--- src/rtl/ariane_pkg.sv ---
// rtl/ariane_pkg.sv - shared commit-stage types and op classification helpers
package ariane_pkg;

  typedef enum logic [2:0] {
    FU_NONE, FU_ALU, FU_LOAD, FU_STORE, FU_CSR, FU_FPU
  } fu_e;

  typedef enum logic [3:0] {
    OP_ADD, OP_SUB, OP_LD, OP_SD, OP_CSRRW, OP_CSRRS, OP_FENCE, OP_FENCE_I,
    OP_SFENCE_VMA, OP_AMO_ADD, OP_AMO_SWAP, OP_FADD
  } fu_op_e;

  typedef enum logic [1:0] {
    IDLE, DRAIN, AMO_WAIT, FLUSH
  } commit_fsm_e;

  typedef struct packed {
    logic        valid;
    logic [63:0] cause;
    logic [63:0] tval;
  } exception_t;

  typedef struct packed {
    logic        ack;
    logic [63:0] result;
  } amo_resp_t;

  // FP entries carry their accrued fflags in ex.cause[4:0] with ex.valid = 0
  typedef struct packed {
    logic       valid;
    fu_e        fu;
    fu_op_e     op;
    logic [4:0] rd;
    logic [63:0] result;
    exception_t ex;
  } scoreboard_entry_t;

  function automatic logic is_fence(fu_op_e op);
    return op inside {OP_FENCE, OP_FENCE_I, OP_SFENCE_VMA};
  endfunction

  function automatic logic is_amo(fu_op_e op);
    return op inside {OP_AMO_ADD, OP_AMO_SWAP};
  endfunction

  function automatic logic is_serialising(fu_op_e op);
    return is_fence(op) || is_amo(op);
  endfunction

  function automatic logic writes_gpr(scoreboard_entry_t e);
    return (e.fu inside {FU_ALU, FU_LOAD, FU_CSR}) && !is_serialising(e.op);
  endfunction

endpackage

--- src/rtl/commit_prefix_sel.sv ---
// rtl/commit_prefix_sel.sv - per-port retire eligibility folded into a contiguous prefix
module commit_prefix_sel
  import ariane_pkg::*;
#(
  parameter int unsigned NR_COMMIT_PORTS      = 4,
  parameter int unsigned MAX_STORES_PER_CYCLE = 1
) (
  input  logic [NR_COMMIT_PORTS-1:0]      valid_i,
  input  logic [NR_COMMIT_PORTS-1:0]      ex_i,
  input  logic [NR_COMMIT_PORTS-1:0]      store_i,
  input  logic [NR_COMMIT_PORTS-1:0]      port0_only_i,
  input  logic                            halt_i,
  input  logic                            single_step_i,
  input  logic                            fsm_idle_i,
  input  logic                            release0_i,
  input  logic                            head_blocked_i,
  input  logic [MAX_STORES_PER_CYCLE-1:0] lsu_ready_i,
  output logic [NR_COMMIT_PORTS-1:0]      ack_o,
  output logic [MAX_STORES_PER_CYCLE-1:0] lsu_o
);

  always_comb begin
    logic go;
    logic elig;
    logic slot_ok;
    int   n_st;
    ack_o   = '0;
    lsu_o   = '0;
    go      = !halt_i;
    n_st    = 0;
    elig    = 1'b0;
    slot_ok = 1'b0;
    for (int k = 0; k < int'(NR_COMMIT_PORTS); k++) begin
      elig = go && valid_i[k] && !ex_i[k];
      // port 0 is either a plain retire (IDLE) or handed over by the sequencer
      if (k == 0) elig = elig && (fsm_idle_i ? !head_blocked_i : release0_i);
      else        elig = elig && fsm_idle_i && !port0_only_i[k] && !single_step_i;
      if (store_i[k]) begin
        slot_ok = 1'b0;
        for (int j = 0; j < int'(MAX_STORES_PER_CYCLE); j++)
          if (n_st == j) slot_ok = lsu_ready_i[j];
        elig = elig && slot_ok;
        if (elig) begin
          for (int j = 0; j < int'(MAX_STORES_PER_CYCLE); j++)
            if (n_st == j) lsu_o[j] = 1'b1;
          n_st = n_st + 1;
        end
      end
      ack_o[k] = elig;
      go = elig && !port0_only_i[k];
    end
  end

endmodule

--- src/rtl/commit_stage_mp.sv ---
// rtl/commit_stage_mp.sv - multi-port in-order commit with serialising sequencer
module commit_stage_mp
  import ariane_pkg::*;
#(
  parameter int unsigned NR_COMMIT_PORTS      = 4,
  parameter int unsigned MAX_STORES_PER_CYCLE = 1
) (
  input  logic                                   clk_i,
  input  logic                                   rst_ni,
  input  logic                                   flush_i,
  input  logic                                   halt_i,
  input  logic                                   single_step_i,
  input  scoreboard_entry_t [NR_COMMIT_PORTS-1:0] commit_instr_i,
  output logic [NR_COMMIT_PORTS-1:0]             commit_ack_o,
  output logic [NR_COMMIT_PORTS-1:0][4:0]        waddr_o,
  output logic [NR_COMMIT_PORTS-1:0][63:0]       wdata_o,
  output logic [NR_COMMIT_PORTS-1:0]             we_gpr_o,
  output logic [NR_COMMIT_PORTS-1:0]             we_fpr_o,
  output logic [$clog2(NR_COMMIT_PORTS+1)-1:0]   n_retired_o,
  output logic [MAX_STORES_PER_CYCLE-1:0]        commit_lsu_o,
  input  logic [MAX_STORES_PER_CYCLE-1:0]        commit_lsu_ready_i,
  input  logic                                   no_st_pending_i,
  input  amo_resp_t                              amo_resp_i,
  output logic                                   amo_valid_commit_o,
  output fu_op_e                                 csr_op_o,
  output logic [63:0]                            csr_wdata_o,
  input  logic [63:0]                            csr_rdata_i,
  input  exception_t                             csr_exception_i,
  output logic                                   csr_write_fflags_o,
  output logic                                   fence_o,
  output logic                                   fence_i_o,
  output logic                                   sfence_vma_o,
  output logic                                   flush_commit_o,
  output logic                                   dirty_fp_state_o,
  output exception_t                             exception_o
);

  localparam int unsigned CW = $clog2(NR_COMMIT_PORTS + 1);

  commit_fsm_e state_q, state_d;
  logic        halt_eff, head_ok, csr_at_head, head_blocked;
  logic        release0, amo_wb;
  fu_op_e      head_op;
  logic [NR_COMMIT_PORTS-1:0] valid_v, ex_v, store_v, port0_only_v;
  logic        unused_bits;

  // a reset cycle behaves like a halt so no combinational retire leaks out
  assign halt_eff    = halt_i || !rst_ni;
  assign head_op     = commit_instr_i[0].op;
  assign head_ok     = commit_instr_i[0].valid && !commit_instr_i[0].ex.valid;
  assign csr_at_head = head_ok && !halt_eff && (state_q == IDLE) &&
                       (commit_instr_i[0].fu == FU_CSR) && !is_serialising(head_op);
  assign head_blocked = is_serialising(head_op) ||
                        ((commit_instr_i[0].fu == FU_CSR) && csr_exception_i.valid);
  assign unused_bits = ^{csr_exception_i.tval, commit_instr_i};

  always_comb begin
    for (int k = 0; k < int'(NR_COMMIT_PORTS); k++) begin
      valid_v[k]      = commit_instr_i[k].valid;
      ex_v[k]         = commit_instr_i[k].ex.valid;
      store_v[k]      = (commit_instr_i[k].fu == FU_STORE) && !is_amo(commit_instr_i[k].op);
      port0_only_v[k] = (commit_instr_i[k].fu == FU_CSR) || is_serialising(commit_instr_i[k].op);
    end
  end

  commit_prefix_sel #(
    .NR_COMMIT_PORTS      (NR_COMMIT_PORTS),
    .MAX_STORES_PER_CYCLE (MAX_STORES_PER_CYCLE)
  ) u_prefix_sel (
    .valid_i        (valid_v),
    .ex_i           (ex_v),
    .store_i        (store_v),
    .port0_only_i   (port0_only_v),
    .halt_i         (halt_eff),
    .single_step_i  (single_step_i),
    .fsm_idle_i     (state_q == IDLE),
    .release0_i     (release0),
    .head_blocked_i (head_blocked),
    .lsu_ready_i    (commit_lsu_ready_i),
    .ack_o          (commit_ack_o),
    .lsu_o          (commit_lsu_o)
  );

  always_ff @(posedge clk_i) begin
    if (!rst_ni) state_q <= IDLE;
    else         state_q <= state_d;
  end

  always_comb begin
    state_d            = state_q;
    release0           = 1'b0;
    amo_wb             = 1'b0;
    fence_o            = 1'b0;
    fence_i_o          = 1'b0;
    sfence_vma_o       = 1'b0;
    flush_commit_o     = 1'b0;
    amo_valid_commit_o = 1'b0;
    unique case (state_q)
      IDLE: begin
        if (head_ok && !halt_eff) begin
          if (is_fence(head_op))    state_d = DRAIN;
          else if (is_amo(head_op)) state_d = AMO_WAIT;
        end
      end
      DRAIN: begin
        if (no_st_pending_i && !halt_eff && head_ok) begin
          release0     = 1'b1;
          fence_o      = (head_op == OP_FENCE);
          fence_i_o    = (head_op == OP_FENCE_I);
          sfence_vma_o = (head_op == OP_SFENCE_VMA);
          state_d      = FLUSH;
        end
      end
      AMO_WAIT: begin
        amo_valid_commit_o = rst_ni;
        if (amo_resp_i.ack && !halt_eff && head_ok) begin
          release0       = 1'b1;
          amo_wb         = 1'b1;
          flush_commit_o = 1'b1;
          state_d        = FLUSH;
        end
      end
      FLUSH:   state_d = IDLE;
      default: state_d = IDLE;
    endcase
    // controller flush aborts the sequence silently
    if (flush_i) begin
      state_d        = IDLE;
      release0       = 1'b0;
      amo_wb         = 1'b0;
      fence_o        = 1'b0;
      fence_i_o      = 1'b0;
      sfence_vma_o   = 1'b0;
      flush_commit_o = 1'b0;
    end
  end

  always_comb begin
    csr_op_o           = OP_ADD;
    csr_wdata_o        = '0;
    csr_write_fflags_o = 1'b0;
    for (int k = 0; k < int'(NR_COMMIT_PORTS); k++) begin
      waddr_o[k]  = commit_instr_i[k].rd;
      wdata_o[k]  = commit_instr_i[k].result;
      we_gpr_o[k] = commit_ack_o[k] && writes_gpr(commit_instr_i[k]);
      we_fpr_o[k] = commit_ack_o[k] && (commit_instr_i[k].fu == FU_FPU);
    end
    if (csr_at_head) begin
      csr_op_o    = head_op;
      csr_wdata_o = commit_instr_i[0].result;
      if (!csr_exception_i.valid) wdata_o[0] = csr_rdata_i;
    end else begin
      for (int k = 0; k < int'(NR_COMMIT_PORTS); k++) begin
        if (we_fpr_o[k]) begin
          csr_wdata_o[4:0]   = csr_wdata_o[4:0] | commit_instr_i[k].ex.cause[4:0];
          csr_write_fflags_o = 1'b1;
        end
      end
    end
    if (amo_wb) begin
      wdata_o[0]  = amo_resp_i.result;
      we_gpr_o[0] = 1'b1;
    end
  end

  assign dirty_fp_state_o = |we_fpr_o;

  always_comb begin
    n_retired_o = '0;
    for (int k = 0; k < int'(NR_COMMIT_PORTS); k++)
      n_retired_o = n_retired_o + CW'(commit_ack_o[k]);
  end

  always_comb begin
    exception_o = '0;
    if (!halt_eff && commit_instr_i[0].valid) begin
      if (commit_instr_i[0].ex.valid) begin
        exception_o = commit_instr_i[0].ex;
      end else if (csr_at_head && csr_exception_i.valid) begin
        exception_o      = csr_exception_i;
        exception_o.tval = commit_instr_i[0].ex.tval;
      end
    end
  end

endmodule

--- config.mk ---
export PLATFORM = sky130hd
export DESIGN_NAME = commit_stage_mp
export DESIGN_NICKNAME = d
export VERILOG_FILES = /design/src/rtl/ariane_pkg.sv /design/src/rtl/commit_prefix_sel.sv /design/src/rtl/commit_stage_mp.sv
export SDC_FILE = /design/constraint.sdc
export NUM_CORES = 1
export LEC_CHECK = 0
export BUFFER_PORTS_ARGS = -buffer_cell sky130_fd_sc_hd__buf_2
export CAP_MARGIN = 25
export CORE_AREA = 2 2 613 615
export CTS_CLUSTER_DIAMETER = 60
export DETAILED_ROUTE_END_ITERATION = 16
export DIE_AREA = 0 0 615 617
export MAX_ROUTING_LAYER = met4
export RECOVER_POWER = 50
export SYNTH_ARGS = -nofsm -noshare
export SYNTH_HDL_FRONTEND = slang
export SYNTH_SLANG_ARGS = --single-unit
--- constraint.sdc ---
create_clock -name clk_i -period 5.6 [get_ports clk_i]
set_input_delay 0.56 -clock clk_i [delete_from_list [all_inputs] [get_ports clk_i]]
set_output_delay 0.56 -clock clk_i [all_outputs]
set_load 0.01 [all_outputs]
==> flow_summary.toml <==
[pwr]
power.density_mw_per_mm2 = 47.6
power.total_mw = 0.696
ir_drop_uv = 44.7
p_leak_nw = 4.81

[cts]
cts_max_path_buffers = 2
cts-root-buf = "clkbuf_16"
clk_pin_slew_ps = 30
clock_latency_ps = 220
cts_tree = "done"
clkSinkCount = 2
cts-buffers-inserted = 3
ctsHtreeMaxLevel = 1

[grt]
gr-total-overflow = 0
grt_pass1_vias = 8781
track_usage_pct = 13.7
grt.met2_usage_pct = 21.3
grtUsageMet1_pct = 9.46
grt_antenna_before_repair = 273
grt_pass1_wl_um = 282000
grtUsageMet3_pct = 16.5
grt_max_degree = 131
grt_busiest_layer = "met2"

[setup_path]
reg2reg_slack_ps = 4220
arrival_ps = 4810
r2r_end = "state_q[1]"
required_ps = 5040
reg2reg_depth = 6
critPathMaxFanout = 4
reg2reg_from = "state_q[0]"
crit_type = "in2out"
start_kind = "primary input"
end_kind = "output pin"

[layout]
regMostFlops = "state_q"
fillCellCount = 44700
layout_commonest_cell = "buf_2"
largest_reg_flops = 2
reg_top3 = "state_q: 2 flops"
syn2layout_area_growth_pct = 141
fin_cells = 6488
drive_gt1_share_pct = 53.4
final_util_pct = 3.91
nets = 2485
final_area_mm2 = 0.0146
mostFrequentLayoutCells = "buf_2, and2_1, mux2i_1"

[drt]
wl_um = 261000
wl_per_cell_um = 40.3
ant_nets = 0
route.detailed.drc = 0
dr.pass1.iters = 5
drt_iter0_drc = 661
avgViaCountPerCell = 1.57
vias = 10200

[floorplanning]
die_x_um = 615
die_h_um = 617
io_pins = 1585
die_area_mm2 = 0.379
row_count = 225
coreArea_mm2 = 0.374
start_util_pct = 1.62

[synthesis]
synth_area_per_cell_um2 = 6.74
synth_edf_count = 0
ys_seq_area_share_pct = 0.660
synth_cell_types = 57
synth_cells = 900
synth_ff_type = "dfxtp_1"
ys_async_sr_fraction_pct = 0
yosys_warnings = 0
ys_seq_elements = 2
syn-num-nets = 2000
syn_area_mm2 = 0.00607

[place]
port_buffers = 727
dpl_cell_area_mm2 = 0.0143
hpwl_um = 252000
routabilityCongestion = 0.851
dp_cells = 6370

[sta]
fin_crit_sh_pct = 95.9
worst_pin_slew_ps = 1720
min_period_ps = 5370
tns_ps = 0
finalSetupViolCount = 0
slew_viol_final = 132
hold_violations = 0
fmax_ghz = 0.186
relSlewSlack_pct = -14.5
finalClockSkew_ps = 1.25

[min_path]
hold_class = "reg2reg"
min_path_cells = 2
whs_endpoint = "state_q[0]"
worstHoldStart = "state_q[0]"

[status]
status = "complete, but fails checks"
failed_checks = "max-capacitance violations, max-slew violations"

[flow_run]
drv_cap = 1
## cells by family after synthesis
logic type               after synthesis  synth area share, %
flip-flops                             2                0.660
adder cells (fa/ha/maj)               12                 2.58
multiplexers                         129                 21.3
AND/OR/NAND/NOR                      355                 30.6
buffers and inverters                279                 32.1
AO/OA/AOI/OAI                        115                 11.7
XOR/XNOR                               8                 1.15
## layout make-up
| cell class | count | area, µm² | share of cell area (%) |
|---|---|---|---|
| Sequential cell | 2 | 40.0 | 0.274 |
| Tap cell | 4994 | 6250 | 42.7 |
| Timing Repair Buffer | 744 | 3780 | 25.8 |
| Multi-Input combinational cell | 619 | 4140 | 28.3 |
| Inverter | 15 | 56.3 | 0.385 |
| Antenna cell | 111 | 278 | 1.90 |
| Clock buffer | 3 | 75.1 | 0.513 |
## power breakdown
group | leakage, nW | internal (mW) | total [mW] | switching [mW]
Clock | 0.0377 | 0.0911 | 0.110 | 0.0186
Sequential | 0.0161 | 0.0145 | 0.0145 | 0.0000737
Combinational | 4.75 | 0.200 | 0.572 | 0.371
## what timing repair did
action	CTS	global route
setup endpoints to repair	3	3
hold buffers	0	0
buffers inserted	3	1
pin swaps	2	1
gates resized for setup	4	5
## cells in the mapped netlist (3+ instances only)
cell / n / area share, %
a211o_1: 3 / 0.43
a21o_1: 3 / 0.37
a21oi_1: 7 / 0.58
a22o_1: 5 / 0.72
a31oi_1: 5 / 0.52
and2_1: 131 / 14
buf_1: 3 / 0.19
buf_2: 6 / 0.49
buf_4: 225 / 28
buf_6: 6 / 1.1
clkbuf_1: 23 / 1.4
ha_1: 10 / 2.1
inv_1: 14 / 0.87
mux2i_1: 128 / 21
nand2_1: 81 / 5.0
nand2b_1: 8 / 0.82
nand3_1: 22 / 1.8
nor2_1: 77 / 4.8
nor2b_1: 3 / 0.31
nor3_1: 8 / 0.66
nor4_1: 3 / 0.31
o2111a_1: 3 / 0.56
o21ai_0: 73 / 6.0
or3_1: 4 / 0.41
xnor2_1: 4 / 0.58
xor2_1: 4 / 0.58
## metal layers
metal  vias up  wire, µm
met3       516     70300
met4         0     10800
met1      4239     65400
li1       3905         -
met2      1549    115000
met5         -         0
## how the worst max path moves through the flow
| stage | from | slack (ps) | cells after the start | end |
|---|---|---|---|---|
| 2_1_floorplan | commit_instr_i[200] | 830 | 18 | n_retired_o[1] |
| 3_3_place_gp | single_step_i | -1510 | 12 | n_retired_o[1] |
| 3_5_place_dp | commit_instr_i[201] | -240 | 20 | n_retired_o[1] |
| 4_1_cts | commit_instr_i[407] | 8 | 18 | n_retired_o[1] |
| 5_1_grt | state_q[0] | -20 | 22 | n_retired_o[1] |
| 6_report | commit_instr_i[407] | 230 | 19 | n_retired_o[1] |
## critical path: stages
cell and delay (ps):
buf_2 110, nor2b_1 200, o2bb2ai_2 220, or3_1 470, nor3_2 230, ha_1 300, a21oi_1 140, ha_1 200
nand2_1 90, a211o_1 320, nor2_4 140, buf_12 130, o311a_4 260, o21ai_1 120, fa_1 570, inv_1 50
ha_1 190, ha_1 320, buf_12 160
## through the flow
step,hold slack (ps),setup WS (ps)
global route,509,-18.3
floorplan,447,828
finish,483,230
detailed placement,477,-243
CTS,478,8.45
global placement,459,-1510
No activity file was read; power rests on OpenSTA's default activity.
